## config.mk

```make
export PLATFORM = sky130hd
export DESIGN_NAME = countdown_ctrl
export DESIGN_NICKNAME = d
export VERILOG_FILES = /design/src/rtl/countdown_pkg.sv /design/src/rtl/countdown_ctrl_tick_gen.sv /design/src/rtl/countdown_ctrl.sv
export SDC_FILE = /design/constraint.sdc
export NUM_CORES = 1
export LEC_CHECK = 0
export ABC_AREA = 1
export CAP_MARGIN = 20
export CORE_AREA = 3 3 40 42
export DETAILED_ROUTE_END_ITERATION = 7
export DIE_AREA = 0 0 43 45
export GPL_TIMING_DRIVEN = 0
export PLACE_DENSITY = 0.66
export SLEW_MARGIN = 10
export SYNTH_ARGS = -nofsm -noshare
export SYNTH_HDL_FRONTEND = slang
export SYNTH_SLANG_ARGS = --single-unit
```

## constraint.sdc

```tcl
create_clock -name clk_i -period 1.4 [get_ports clk_i]
set_clock_uncertainty 0.15 [all_clocks]
set_input_delay 0.42 -clock clk_i [delete_from_list [all_inputs] [get_ports clk_i]]
set_output_delay 0.42 -clock clk_i [all_outputs]
set_load 0.1 [all_outputs]
```

## src/rtl/countdown_pkg.sv

```systemverilog
// +--------------------------------------------------------------------------+
// | countdown_pkg: shared state encoding and default timing constants for    |
// | the countdown timer controller.                        Revision: 1.0     |
// +--------------------------------------------------------------------------+
`default_nettype none

package countdown_pkg;

  typedef enum logic [2:0] {
    IDLE   = 3'd0,
    LOAD   = 3'd1,
    RUN    = 3'd2,
    PAUSED = 3'd3,
    DONE   = 3'd4
  } ctrl_state_t;

  localparam int unsigned DIV_DEFAULT      = 4;
  localparam int unsigned DONE_CYC_DEFAULT = 3;

endpackage

`default_nettype wire

```

## src/rtl/countdown_ctrl_tick_gen.sv

```systemverilog
// +--------------------------------------------------------------------------+
// | tick_gen: prescaler with clear/run/hold; tick is high while the count    |
// | sits at DIV-1, where it also wraps to 0.               Revision: 1.0     |
// +--------------------------------------------------------------------------+
`default_nettype none

module tick_gen #(
  parameter int unsigned DIV = 4
) (
  input  logic clk_i,
  input  logic reset_i,
  input  logic clear_i,
  input  logic run_i,
  input  logic hold_i,
  output logic tick_o
);

  localparam int unsigned   PW   = $clog2(DIV);
  localparam logic [PW-1:0] LAST = PW'(DIV - 1);

  logic [PW-1:0] presc_q;
  logic [PW-1:0] presc_d;

  always_comb begin
    presc_d = presc_q;
    if (clear_i) begin
      presc_d = '0;
    end else if (run_i && !hold_i) begin
      presc_d = (presc_q == LAST) ? '0 : presc_q + PW'(1);
    end
  end

  always_ff @(posedge clk_i) begin
    if (reset_i) begin
      presc_q <= '0;
    end else begin
      presc_q <= presc_d;
    end
  end

  assign tick_o = (presc_q == LAST);

endmodule

`default_nettype wire

```

## src/rtl/countdown_ctrl.sv

```systemverilog
// +--------------------------------------------------------------------------+
// | countdown_ctrl: sequences load / prescaled decrement / done pulse for a  |
// | down counter. Optional pause via COUNTDOWN_CTRL_PAUSE_EN. Revision: 1.0  |
// +--------------------------------------------------------------------------+
`default_nettype none

module countdown_ctrl
  import countdown_pkg::*;
#(
  parameter int unsigned DW       = 8,
  parameter int unsigned DIV      = DIV_DEFAULT,
  parameter int unsigned DONE_CYC = DONE_CYC_DEFAULT
) (
  input  logic          clk_i,
  input  logic          reset_i,
  input  logic          start_i,
  input  logic          pause_i,
  input  logic [DW-1:0] count_i,
  output logic          cnt_reset_o,
  output logic          cnt_ena_o,
  output logic          busy_o,
  output logic          done_o
);

  localparam int unsigned    DCW       = (DONE_CYC > 1) ? $clog2(DONE_CYC) : 1;
  localparam logic [DCW-1:0] DONE_LAST = DCW'(DONE_CYC - 1);

  ctrl_state_t    state_q, state_d;
  logic [DCW-1:0] done_cnt_q, done_cnt_d;
  logic           start_q;
  logic           rise;
  logic           tick;
  logic           tg_clear, tg_run, tg_hold;
  logic           cnt_reset_d, cnt_ena_d, busy_d, done_d;

  assign rise = start_i & ~start_q;

  always_comb begin
    state_d    = state_q;
    done_cnt_d = '0;
    case (state_q)
      IDLE: if (rise) state_d = LOAD;
      LOAD: state_d = RUN;
      RUN: begin
        if (rise) begin
          state_d = LOAD;
        end else if (count_i == '0) begin
          state_d = DONE;
        end
`ifdef COUNTDOWN_CTRL_PAUSE_EN
        else if (pause_i) begin
          state_d = PAUSED;
        end
`endif
      end
`ifdef COUNTDOWN_CTRL_PAUSE_EN
      PAUSED: begin
        if (rise) begin
          state_d = LOAD;
        end else if (!pause_i) begin
          state_d = RUN;
        end
      end
`endif
      DONE: begin
        if (done_cnt_q == DONE_LAST) begin
          state_d = IDLE;
        end else begin
          done_cnt_d = done_cnt_q + DCW'(1);
        end
      end
      default: state_d = IDLE;
    endcase
  end

  // LOAD already advances the prescaler (0 -> 1), so the first enable
  // lands DIV cycles after the start edge and run length is 2 + N*DIV.
  always_comb begin
    tg_clear = (state_d == IDLE) || (state_d == LOAD) || (state_d == DONE);
    tg_run   = (state_q == LOAD) || (state_q == RUN);
`ifdef COUNTDOWN_CTRL_PAUSE_EN
    tg_hold  = (state_d == PAUSED) || (state_q == PAUSED);
`else
    tg_hold  = 1'b0;
`endif
  end

  tick_gen #(
    .DIV (DIV)
  ) u_tick_gen (
    .clk_i   (clk_i),
    .reset_i (reset_i),
    .clear_i (tg_clear),
    .run_i   (tg_run),
    .hold_i  (tg_hold),
    .tick_o  (tick)
  );

  always_comb begin
    cnt_reset_d = (state_d == LOAD);
    cnt_ena_d   = (state_q == RUN) && (state_d == RUN) && tick && (count_i != '0);
    busy_d      = (state_d == LOAD) || (state_d == RUN) || (state_d == PAUSED);
    done_d      = (state_d == DONE);
  end

  always_ff @(posedge clk_i) begin
    if (reset_i) begin
      state_q     <= IDLE;
      start_q     <= 1'b0;
      done_cnt_q  <= '0;
      cnt_reset_o <= 1'b0;
      cnt_ena_o   <= 1'b0;
      busy_o      <= 1'b0;
      done_o      <= 1'b0;
    end else begin
      state_q     <= state_d;
      start_q     <= start_i;
      done_cnt_q  <= done_cnt_d;
      cnt_reset_o <= cnt_reset_d;
      cnt_ena_o   <= cnt_ena_d;
      busy_o      <= busy_d;
      done_o      <= done_d;
    end
  end

`ifndef COUNTDOWN_CTRL_PAUSE_EN
  logic unused_pause;
  assign unused_pause = pause_i;
`endif

endmodule

`default_nettype wire
```

# Word-level counts from Yosys, hierarchy flattened
# Index checks and enable logic that the tools add are counted.
[op_classes]
addsub = 2
multipliers = 0
div_mod_pow = 0
order_cmp = 0
n_eq_ne = 9
shift = 0
mux = 6
bitwise_logic = 3
n_reduce_logical = 14
[op_table]
columns = ["cell", "count"]
rows = [
  ["$mux 3", 4],
  ["$pmux 3 s4", 1],
  ["$eq 3x2->1 const B", 3],
  ["$logic_not 8->1", 1],
  ["$reduce_bool 8->1", 1],
  ["$eq 3x1->1 const B", 2],
  ["$eq 3x3->1 const B", 2],
  ["$logic_not 3->1", 2],
  ["$logic_or 1x1->1", 5],
  ["$add 2x1->2 const B", 2],
  ["$eq 2x2->1 const B", 2],
  ["$logic_and 1x1->1", 3],
  ["$reduce_or 3->1", 1],
  ["$mux 2", 1],
  ["$not 1->1", 2],
  ["$reduce_or 2->1", 1],
  ["$and 1x1->1", 1],
]
[totals]
register_bits = 12
latch_bits = 0
ramBits = 0
rom_bits = 0
output_inout_bits = 4
word_cells = 42
n_memories = 0

# Longest topological paths before layout
[logic_depth]
word_depth = 8
depth_mapped = 8
mapped_depth_nobuf = 8

# Cells and area by module
# A second synthesis with hierarchy kept.
[hier_totals]
cells_unflattened = 70
area_unflattened_um2 = 525.5
[modules_own_cells]
columns = ["mod", "instances", "cells_per_inst", "area_each_um2"]
rows = [
  ["countdown_ctrl", 1, 53, 417.9],
  ["tick_gen", 1, 17, 107.6],
]

# Worst setup path before layout
# OpenSTA, ideal clock, no wires.
[synth_path]
path_type = "reg-to-output"
startpoint = "reg busy_o"
endpoint = "out busy_o"
t_arrival_ns = 0.909
required_time_ns = 0.830
slack_ns = -0.079
stages_incl_launch_ff = 1
n_path_buf = 0
path_cell_list = "dfxtp_1"
[synth_lines]
columns = ["item", "line_no", "text"]
rows = [
  ["from (decl)", "countdown_ctrl.sv:21", "output logic busy_o,"],
  ["from (signal assigned)", "countdown_ctrl.sv:121", "busy_o <= busy_d;"],
]
# No word-level cell between the ends.

# Worst setup path in the final report
[layout_path]
startpoint = "reg cnt_ena_o"
endpoint = "out cnt_ena_o"
[layout_lines]
columns = ["item", "line_no", "text"]
rows = [
  ["from (decl)", "countdown_ctrl.sv:20", "output logic cnt_ena_o,"],
  ["from (signal assigned)", "countdown_ctrl.sv:120", "cnt_ena_o <= cnt_ena_d;"],
]
# No word-level cell between the ends.

==> impl_metrics.py <==
metrics = {
    "drt": {
        "wl_um": 961,
        "post_drt_wl_per_cell_um": 9.152,
        "drc_errors": 0,
        "via_per_inst": 4.343,
        "drt-initial-drc-count": 0,
        "final_antenna_net_count": 0,
        "firstDrtPassIters": 1,
        "vias": 456,
    },
    "power_and_ir_drop": {
        "peakVddDrop_uv": 600.4,
        "p_leak_uw": 0.0004495,
        "p_per_area_mw_per_mm2": 944.1,
    },
    "synthesis": {
        "syn_area_um2": 513.0,
        "synthAdderAreaFrac_pct": 4.878,
        "synth_mux_area_share_pct": 0,
        "ys_types": 13,
        "synth_xor_xnor_area_share_pct": 0,
        "synth-simple-area-share_pct": 33.17,
        "synth_warnings": 0,
        "synth_compound_area_share_pct": 1.951,
        "avgSynthCellArea_um2": 7.125,
        "synth_top_family_by_area": "simple AND/OR/NAND/NOR gates",
        "syn_nets": 86,
        "ys_seq_area_share_pct": 46.83,
        "ys_seq_elements": 12,
        "syn_inst": 72,
    },
    "floorplanning": {
        "core_mm2": 0.001285,
        "floorplan.rows": 13,
        "die_w_um": 43,
        "initial_core_util_pct": 39.92,
        "die_h_um": 45,
        "fp.dieArea_mm2": 0.001935,
        "ios": 16,
    },
    "critical_path": {
        "path_cells": "buf_8",
        "cp_slowest_cell": "dfxtp_2",
        "crit_type": "reg2out",
        "arrival_ns": 0.79,
        "path_buf_inv": 1,
        "critPathRequiredTime_ns": 0.83,
        "crit_family": "flip-flops",
        "max_stage_delay_ns": 0.33,
        "end_kind": "output port",
        "cp-start-kind": "flop",
        "path_max_fanout": 1,
    },
    "grt": {
        "grt_max_degree": 8,
        "antenna_found_initial": 0,
        "first_global_vias": 374,
        "grt_overflow": 0,
        "grt_pass1_wl_um": 1518,
        "grt_usage_pct": 11.14,
    },
    "timing": {
        "whs_ns": 0.2623,
        "final.min_clock_period_ns": 1.361,
        "fmax_mhz": 734.7,
        "max_slew.worst_pin.slew_ns": 0.2661,
        "slew_headroom_pct": 82.23,
        "maxSlewViolCount": 0,
        "hold_viol": 0,
        "setup_viol": 0,
        "rsz0062_at_grt": "no",
        "timing.final.crit_share_pct": 97.22,
    },
    "clock_tree": {
        "post_cts_buffers": 0,
        "htreeDepth": 1,
        "cts_tree": "built",
        "cts.sinks": 12,
        "cts_root_buffer": "clkbuf_4",
        "insertion_delay_ns": 0.27,
        "clk_pin_slew_ns": 0.07,
        "cts_made_buffers": 3,
        "cts_buffer_depth": 2,
    },
    "placement": {
        "dp_hpwl_um": 695.7,
        "finalWeightedCongestion": 0.7122,
        "port-buffer-count": 14,
    },
    "layout": {
        "num-nets-final": 105,
        "drive_gt1_share_pct": 28.89,
        "num_antenna_cells": 0,
        "layout_common_cells": "15 x inv_1, 12 x nand2_1, 9 x nor2_1",
        "layout_commonest_cell": "inv_1",
        "area_growth_syn_to_layout_pct": 55.12,
        "postLayoutCoreUtil_pct": 61.93,
    },
    "min_path": {
        "worstHoldPathType": "reg2reg",
    },
    "outcome": {
        "outcome": "finished, final reports clean",
    },
    "flow_run": {
        "cap_violations": 0,
    },
}
[flip-flops by register name, indices dropped and copies added, names as in the netlist]
register and flops:
busy_o 1, cnt_ena_o 1, cnt_reset_o 1, done_cnt_q 2
done_o 1, start_q 1, state_q 3, u_tick_gen.presc_q 2
[stage by stage]
stage	TNS [ns]	std cells	area (um2)	setup WS [ns]	power, uW
5_1_grt	0	105	795.8	0.001142	791.7
2_1_floorplan	0	72	518.0	0.2042	429.9
4_1_cts	0	105	720.7	0.009297	748.3
3_3_place_gp	-4.733	101	676.9	-0.5865	472.2
3_5_place_dp	-4.763	101	676.9	-0.5856	473.0
6_report	0	105	795.8	0.03898	751.3
[cells in the mapped netlist (all sizes together)]
| cell type | n | area share [%] |
|---|---|---|
| dfxtp | 12 | 47 |
| inv | 18 | 13 |
| nor3b | 1 | 1.5 |
| a21oi | 2 | 2.0 |
| nand2 | 15 | 12 |
| nand4 | 1 | 1.2 |
| nor2 | 14 | 11 |
| ha | 2 | 4.9 |
| nand3 | 7 | 7.8 |
[repair_timing]
item,CTS,global route
resized for setup,29,24
endpoints found under the setup margin,7,8
pin swaps,0,9
hold buffers,0,0
[worst paths after layout]
| kind | cells after the start | slack, ns | from | to |
|---|---|---|---|---|
| worst max-delay path | 1 | 0.04 | cnt_ena_o$_SDFF_PP0_ | cnt_ena_o |
| worst min-delay path | 1 | 0.26 | done_cnt_q[0]$_SDFF_PP0_ | done_cnt_q[0]$_SDFF_PP0_ |
| worst max register to register | 7 | 0.20 | state_q[2]$_SDFF_PP0_ | u_tick_gen.presc_q[0]$_SDFFE_PP0P_ |
| worst min register to register | 1 | 0.26 | done_cnt_q[0]$_SDFF_PP0_ | done_cnt_q[0]$_SDFF_PP0_ |
[routing by layer]
| layer | wire length (um) | share of wire, % | track usage (%) | vias up |
|---|---|---|---|---|
| met5 | 0 | 0 | 0 | - |
| met4 | 0 | 0 | 3.614 | 0 |
| met3 | 67 | 7.0 | 7.570 | 0 |
| met2 | 502 | 52 | 15.87 | 8 |
| met1 | 391 | 41 | 13.48 | 197 |
| li1 | - | - | - | 251 |
[cell type report]
type / instances / area, um2
clock buffer: 4 / 36.28
fill: 115 / 489.2
inverter: 18 / 67.56
multi-input combinational: 42 / 237.7
sequential: 12 / 245.2
tap: 15 / 18.77
timing repair buffer: 14 / 190.2
[kinds of logic after synthesis]
| group | count (synthesis) |
|---|---|
| and+or+nand+nor | 38 |
| AOI/OAI and AO/OA | 2 |
| adders and majority gates | 2 |
| DFF | 12 |
| buffers and inverters | 18 |
[where the power goes]
| part | switching [uW] | leakage (uW) | total [uW] | internal [uW] |
|---|---|---|---|---|
| clock | 113 | 0.0000210 | 271 | 158 |
| sequential | 6.74 | 0.0000994 | 358 | 351 |
| combinational | 71.0 | 0.000329 | 122 | 51.4 |
| total | 191 | 0.000450 | 751 | 561 |
Note: power is estimated with default switching activity, not from simulation.
